===== config.mk =====
export PLATFORM = sky130hd
export DESIGN_NAME = spiker_stream_unwrap
export DESIGN_NICKNAME = d
export VERILOG_FILES = /design/src/rtl/spiker_stream_unwrap.sv
export SDC_FILE = /design/constraint.sdc
export NUM_CORES = 2
export LEC_CHECK = 0
export ABC_AREA = 1
export BUFFER_PORTS_ARGS = -buffer_cell sky130_fd_sc_hd__buf_2
export CORE_AREA = 10 10 657 659
export CTS_CLUSTER_DIAMETER = 60
export DETAILED_ROUTE_END_ITERATION = 8
export DIE_AREA = 0 0 667 669
export MAX_ROUTING_LAYER = met4
export PLACE_DENSITY = 0.38
export SLEW_MARGIN = 10
export SYNTH_ARGS = -nofsm -noshare
export SYNTH_HDL_FRONTEND = slang
export SYNTH_SLANG_ARGS = --single-unit
export TNS_END_PERCENT = 20

===== constraint.sdc =====
create_clock -name clk_i -period 51.6 [get_ports clk_i]
set_input_delay 10.32 -clock clk_i [delete_from_list [all_inputs] [get_ports clk_i]]
set_output_delay 10.32 -clock clk_i [all_outputs]
set_load 0.01 [all_outputs]

===== src/rtl/spiker_stream_unwrap.sv =====
// rtl/spiker_stream_unwrap.sv - streams captured spike vector to the core per timestep
// and OR-accumulates the returned result beats.
module spiker_stream_unwrap #(
  parameter int WIDTH    = 32,
  parameter int N_SPIKES = 784,
  parameter int CHUNK    = 64,
  parameter int STEP_W   = 8,
  localparam int N_WORDS = (N_SPIKES + WIDTH - 1) / WIDTH,
  localparam int N_BEATS = (N_SPIKES + CHUNK - 1) / CHUNK,
  localparam int BEAT_W  = (N_BEATS > 1) ? $clog2(N_BEATS) : 1
) (
  input  logic                     clk_i,
  input  logic                     rst_i,
  input  logic                     start_i,
  input  logic [STEP_W-1:0]        n_steps_i,
  input  logic [N_WORDS*WIDTH-1:0] spikes_i,
  output logic                     spk_valid_o,
  input  logic                     spk_ready_i,
  output logic [CHUNK-1:0]         spk_data_o,
  output logic                     spk_last_o,
  input  logic                     res_valid_i,
  input  logic [CHUNK-1:0]         res_data_i,
  output logic                     res_ready_o,
  output logic [N_SPIKES-1:0]      result_o,
  output logic                     busy_o,
  output logic                     done_o
);

  localparam int IN_W  = N_WORDS * WIDTH;
  localparam int PAD_W = N_BEATS * CHUNK;
  localparam logic [IN_W-1:0] IN_MASK = {IN_W{1'b1}} >> (IN_W - N_SPIKES);
  localparam logic [BEAT_W-1:0] LAST_BEAT = BEAT_W'(N_BEATS - 1);

  typedef enum logic [1:0] {IDLE, SEND, RECV, DONE} state_t;

  state_t              state;
  state_t              state_n;
  logic [PAD_W-1:0]    shadow;
  logic [BEAT_W-1:0]   beat_cnt;
  logic [STEP_W-1:0]   step_cnt;
  logic [STEP_W-1:0]   steps_m1;
  logic [N_SPIKES-1:0] res_next;
  logic                last_beat;
  logic                last_step;

  assign last_beat = (beat_cnt == LAST_BEAT);
  assign last_step = (step_cnt == steps_m1);

  always_ff @(posedge clk_i or posedge rst_i) begin
    if (rst_i) state <= IDLE;
    else       state <= state_n;
  end

  always_comb begin
    state_n = state;
    case (state)
      IDLE: if (start_i) state_n = SEND;
      SEND: if (spk_ready_i && last_beat) state_n = RECV;
      RECV: if (res_valid_i && last_beat) state_n = last_step ? DONE : SEND;
      DONE: state_n = IDLE;
      default: state_n = IDLE;
    endcase
  end

  assign spk_valid_o = (state == SEND);
  assign spk_last_o  = (state == SEND) && last_beat;
  assign res_ready_o = (state == RECV);
  assign busy_o      = (state != IDLE);
  assign done_o      = (state == DONE);
  assign spk_data_o  = (state == SEND) ? shadow[int'(beat_cnt)*CHUNK +: CHUNK] : '0;

  // Only result bits belonging to the current beat take the OR; padding above N_SPIKES never exists.
  always_comb begin
    res_next = result_o;
    for (int p = 0; p < N_SPIKES; p++) begin
      if ((p / CHUNK) == int'(beat_cnt)) res_next[p] = result_o[p] | res_data_i[p % CHUNK];
    end
  end

  always_ff @(posedge clk_i or posedge rst_i) begin
    if (rst_i) begin
      shadow   <= '0;
      beat_cnt <= '0;
      step_cnt <= '0;
      steps_m1 <= '0;
      result_o <= '0;
    end else begin
      case (state)
        IDLE: begin
          if (start_i) begin
            shadow   <= PAD_W'(spikes_i & IN_MASK);
            steps_m1 <= (n_steps_i == '0) ? '0 : n_steps_i - STEP_W'(1);
            result_o <= '0;
            beat_cnt <= '0;
            step_cnt <= '0;
          end
        end
        SEND: begin
          if (spk_ready_i) beat_cnt <= last_beat ? '0 : beat_cnt + BEAT_W'(1);
        end
        RECV: begin
          if (res_valid_i) begin
            result_o <= res_next;
            beat_cnt <= last_beat ? '0 : beat_cnt + BEAT_W'(1);
            if (last_beat && !last_step) step_cnt <= step_cnt + STEP_W'(1);
          end
        end
        default: ;
      endcase
    end
  end

endmodule

# After elaboration in Yosys (flattened, before gate mapping)

Cells that the tools add are included.

Flip-flop bits (word level): 1590
Input port bits: 877
Output and inout bits: 853
Logic and storage cells: 1673

Eq/ne operators: 36
Mux-type cells: 803
Bitwise gates (word level): 784
Add/sub/neg operators: 3
Reductions and logical operators: 28
Shift-type cells: 1

Operators by type and width:

| operator                                                           | number |
|---|---|
| 784-bit 2-to-1 mux                                                 | 2 |
| 784-bit one-hot mux with 2 select lines                            | 1 |
| 832-bit by 11-bit variable part select with 64-bit output          | 1 |
| 1-bit 2-to-1 mux                                                   | 784 |
| 1-bit bitwise OR                                                   | 784 |
| 64-bit 2-to-1 mux                                                  | 1 |
| 4-bit AND reduction                                                | 15 |
| 2-bit by 1-bit != test with 1-bit output, second input constant    | 17 |
| 4-bit == test, first input constant                                | 8 |
| 8-bit 2-to-1 mux                                                   | 4 |
| 4-bit 2-to-1 mux                                                   | 4 |
| 8-bit one-hot mux with 2 select lines                              | 1 |
| 3-bit by 4-bit == test with 1-bit output, first input constant     | 3 |
| 4-bit one-hot mux with 3 select lines                              | 1 |
| 8-bit by 1-bit adder with 8-bit output, second input constant      | 1 |
| 8-bit == test                                                      | 1 |
| 8-bit zero test                                                    | 1 |
| 2-bit 2-to-1 mux                                                   | 4 |
| 2-bit one-hot mux with 4 select lines                              | 1 |
| 8-bit by 1-bit subtractor with 8-bit output, second input constant | 1 |
| 4-bit by 1-bit adder with 4-bit output, second input constant      | 1 |
| 2-bit == test, second input constant                               | 2 |
| 2-bit by 4-bit == test with 1-bit output, first input constant     | 1 |
| 4-bit == test, second input constant                               | 1 |
| 10 further kinds                                                   | 15 |

# Longest topological paths before layout

Depth in word-level cells: 6
Gate-level depth with buffers: 13
Depth with buffers taken out: 11

# Worst setup path after synthesis

Ideal clock, no wire load.

Path kind: reg-to-output
Start: register beat_cnt[0]
End: output spk_last_o
Arrival time: 1.631 ns
Cell stages (with the launch flop): 8
Path buffers: 3
Data required time: 41.280 ns
Path slack: 39.649 ns
Cells stage by stage: dfrtp_1 > inv_1 > buf_2 > buf_2 > buf_2 > ha_1 > nand3_1 > nor2_1

Cells in the longest elaborated chain, start to end: 2

RTL lines:

| what                     | line | source |
|---|---|---|
| start: declaration       | 39   | `logic [BEAT_W-1:0] beat_cnt;` |
| start signal: assignment | 99   | `if (spk_ready_i) beat_cnt <= last_beat ? '0 : beat_cnt + BEAT_W'(1);` |
| start signal: assignment | 104  | `beat_cnt <= last_beat ? '0 : beat_cnt + BEAT_W'(1);` |
| 4-bit == test            | 46   | `assign last_beat = (beat_cnt == LAST_BEAT);` |
| 1-bit logical AND        | 66   | `assign spk_last_o = (state == SEND) && last_beat;` |
| end: declaration         | 20   | `output logic spk_last_o,` |

Every way passes these cells.

# Worst setup path in the final report

Start: register beat_cnt[0]
End: output spk_data_o[56]

Cells in the longest elaborated chain, start to end: 2

RTL lines:

| what                                                      | line | source |
|---|---|---|
| 832-bit by 11-bit variable part select with 64-bit output | 70   | `assign spk_data_o = (state == SEND) ? shadow[int'(beat_cnt)*CHUNK +: CHUNK] : '0;` |
| 64-bit 2-to-1 mux                                         | 70   |  |
| end: declaration                                          | 19   | `output logic [CHUNK-1:0] spk_data_o,` |

Every way passes these cells.

==> run summary <==
Clk_lat worst skew = 940 ps
FP Rows = 238
Die height = 669 um
Die area = 446,000 um^2
Switching Share = 45.1%
Syn Nets = 9,508
Hold wc startpoint = shadow[724]
Setup crit end kind = output pin
Layout cell share with drive strength beyond 1 = 21.8%
CTS root buffer = clkbuf_16
CTS tree = built
DRT Pass-1 Iters = 5
Starting Density = 16.5%
Via count of the first global-routing pass = 63,600
Clock transition at path regs = 50 ps
Initial drt markers = 4,896
Clk buf depth = 4
Total number of vias = 63,900
Worst Hold Endpoint = shadow[724]
Post-layout min period = 15,020 ps
Total grt overflow = 0
Crit path max fanout = 88
Total track usage = 17.4%
Synthesis-stage register bit count = 1,590
Vias per cell = 4.01
Clock Power Share = 25.1%
CTS sink count = 1,590
Slew @ Worst Pin = 1210 ps
Inst Count DP = 15,400
Reg2Reg Depth = 9
Antenna Violating Nets Remaining = 0
Pleak = 46.2 nW
Startpoint types = flip-flop
Reg-to-Reg End = result_o[757]
FILL cells = 47,300
Nets = 11,000
# IOs = 1,730
Register area share after synthesis = 57.7%
Fin. Hold Viols = 0
Average wire per standard cell = 24.9 um
R2R setup slack = 45,680 ps
TritonCTS Buffers = 234
Synth Cell Area = 68,900 um^2
Final-report max-slew violation count = 0
Gates resized, CTS repair = 0
Buffer count from post-CTS setup fixing = 0
Non-Filler Instances = 15,900
First-pass GRT wire length = 537 mm
Sw Pwr = 3.07 mW
Register area = 39,800 um^2
Hold_buf cts = 0
DP Wirelength = 294 mm
Endpoints failing setup = 0
Most common cell after layout, fill and taps aside = nand2_1
Yosys cell types = 31
Worst path arrival time = 4700 ps
Chip Width = 667 um
Area of the multi-input gates = 24,300 um^2
Status = finished clean
Largest net degree at the start of global routing = 212
Total negative slack = 0 ps
Final WL = 397 mm
Combinational power share = 43.4%
Max-cap violations = 0
Post-Synthesis Cells = 8,620
Antenna violations before repair = 192
Flop pwr share = 31.5%
Crit Reg-Reg Startpoint = state[1]
H-tree depth = 4
Int Pwr = 3.73 mW
Hold depth = 2
Worst hold path class = reg -> reg
Core box area = 419,000 um^2
CP required = 41,280 ps
Warning count from the yosys run = 0
CP Class = reg -> out
Gpl congestion = 0.841
Setup Skew = 132 ps
DRC viols = 0
Most frequent cells in the layout = nand2_1, nor2_1, buf_2, dfrtp_1, o21ai_0
Worst vdd ir = 0.0000419 V
Ratio of final minimum period to clock period = 29.1%
Port bufs = 1,713
Area grow syn2layout = 32.8%
RSZ-0062 raised after global routing = no
Highest clock rate = 66.6 MHz
Rel. slew slack = 19.1%
PD cells = 74.2 nW/um^2
Synthesized area per cell = 7.99 um^2
==> logic make-up after synthesis <==
logic type,Yosys count,synth area share (%)
fa+ha+maj,11,0.200
buf+inv,1228,7.12
xor+xnor,11,0.140
compound gates,1087,8.72
simple gates,4693,26.1
flops,1590,57.7
==> per-stage QoR <==
stage          worst slack (ps)  hold slack (ps)  instance area [um^2]  util (%)  power [mW]
3_3_place_gp              36040              458                 83000      19.8        5.17
4_1_cts                   36220              474                 91200      21.8        6.92
5_1_grt                   36270              483                 91500      21.8        7.26
3_5_place_dp              36000              460                 83000      19.8        5.18
2_1_floorplan             19250              444                 68900         -        3.70
6_report                  36580              471                 91500      21.9        6.79
==> cell usage after synthesis (all sizes together) <==
master,count,share of area [%]
buf,261,1.9
o211ai,49,0.53
xnor2,4,0.051
nand3,238,1.7
xor2,7,0.089
nand2,2469,13
o21bai,1,0.011
o21a,162,1.8
a21oi,114,0.83
nor2,1981,11
o21ai,755,5.5
ha,11,0.20
dfrtp,1590,58
nor3,3,0.029
nand4,2,0.018
clkbuf,296,1.6
inv,670,3.6
clkinv,1,0.0054
o22ai,6,0.054
==> cell type report <==
class,count,share of cell area [%]
diodes,114,0.312
repair buffers,1813,10.3
clock buffers,318,7.33
clock inverters,111,1.63
flip-flops and latches,1590,43.5
well taps,5520,7.55
inverters,671,2.79
multi-input cells,5802,26.6
==> worst max-delay path: stages, from the launching register on <==
cell and delay (ps):
dfrtp_4 570, inv_8 450, buf_12 390, buf_4 650, nand2_1 120, nand3_1 300
o21ai_0 360, nand2_1 230, nand3_1 100, nand2_1 70, inv_1 150, buf_2 180
==> registers in the layout, indices dropped and copies added (netlist names) <==
name and count:
steps_m1 8, state 2, step_cnt 8, shadow 784, beat_cnt 4, result_o 784
==> worst max-delay path by stage <==
| stage | to | cells past startpoint | start | slack (ps) |
|---|---|---|---|---|
| 2_1_floorplan | beat_cnt[0] | 1 | rst_i | 19250 |
| 3_3_place_gp | result_o[5] | 8 | rst_i | 36040 |
| 3_5_place_dp | result_o[387] | 8 | start_i | 36000 |
| 4_1_cts | spk_data_o[56] | 11 | beat_cnt[0] | 36220 |
| 5_1_grt | spk_data_o[1] | 10 | beat_cnt[0] | 36270 |
| 6_report | spk_data_o[56] | 11 | beat_cnt[0] | 36580 |
==> power groups by stage <==
stage	combinational, mW	sequential (mW)	clock, mW
after floorplan	1.43	2.28	0
after global placement	3.02	2.14	0
after detailed placement	3.03	2.16	0
after CTS	3.04	2.14	1.75
after global routing	3.26	2.21	1.79
final	2.95	2.14	1.70
==> metal layers <==
| metal | GRT usage (%) | vias to the layer above | part of all wire (%) |
|---|---|---|---|
| li1 | - | 29600 | - |
| met1 | 20.1 | 31600 | 40 |
| met2 | 30.3 | 2022 | 51 |
| met3 | 2.78 | 670 | 5.0 |
| met4 | 7.08 | 0 | 4.8 |
| met5 | - | - | 0 |
Power figures use the tool's default switching activity.
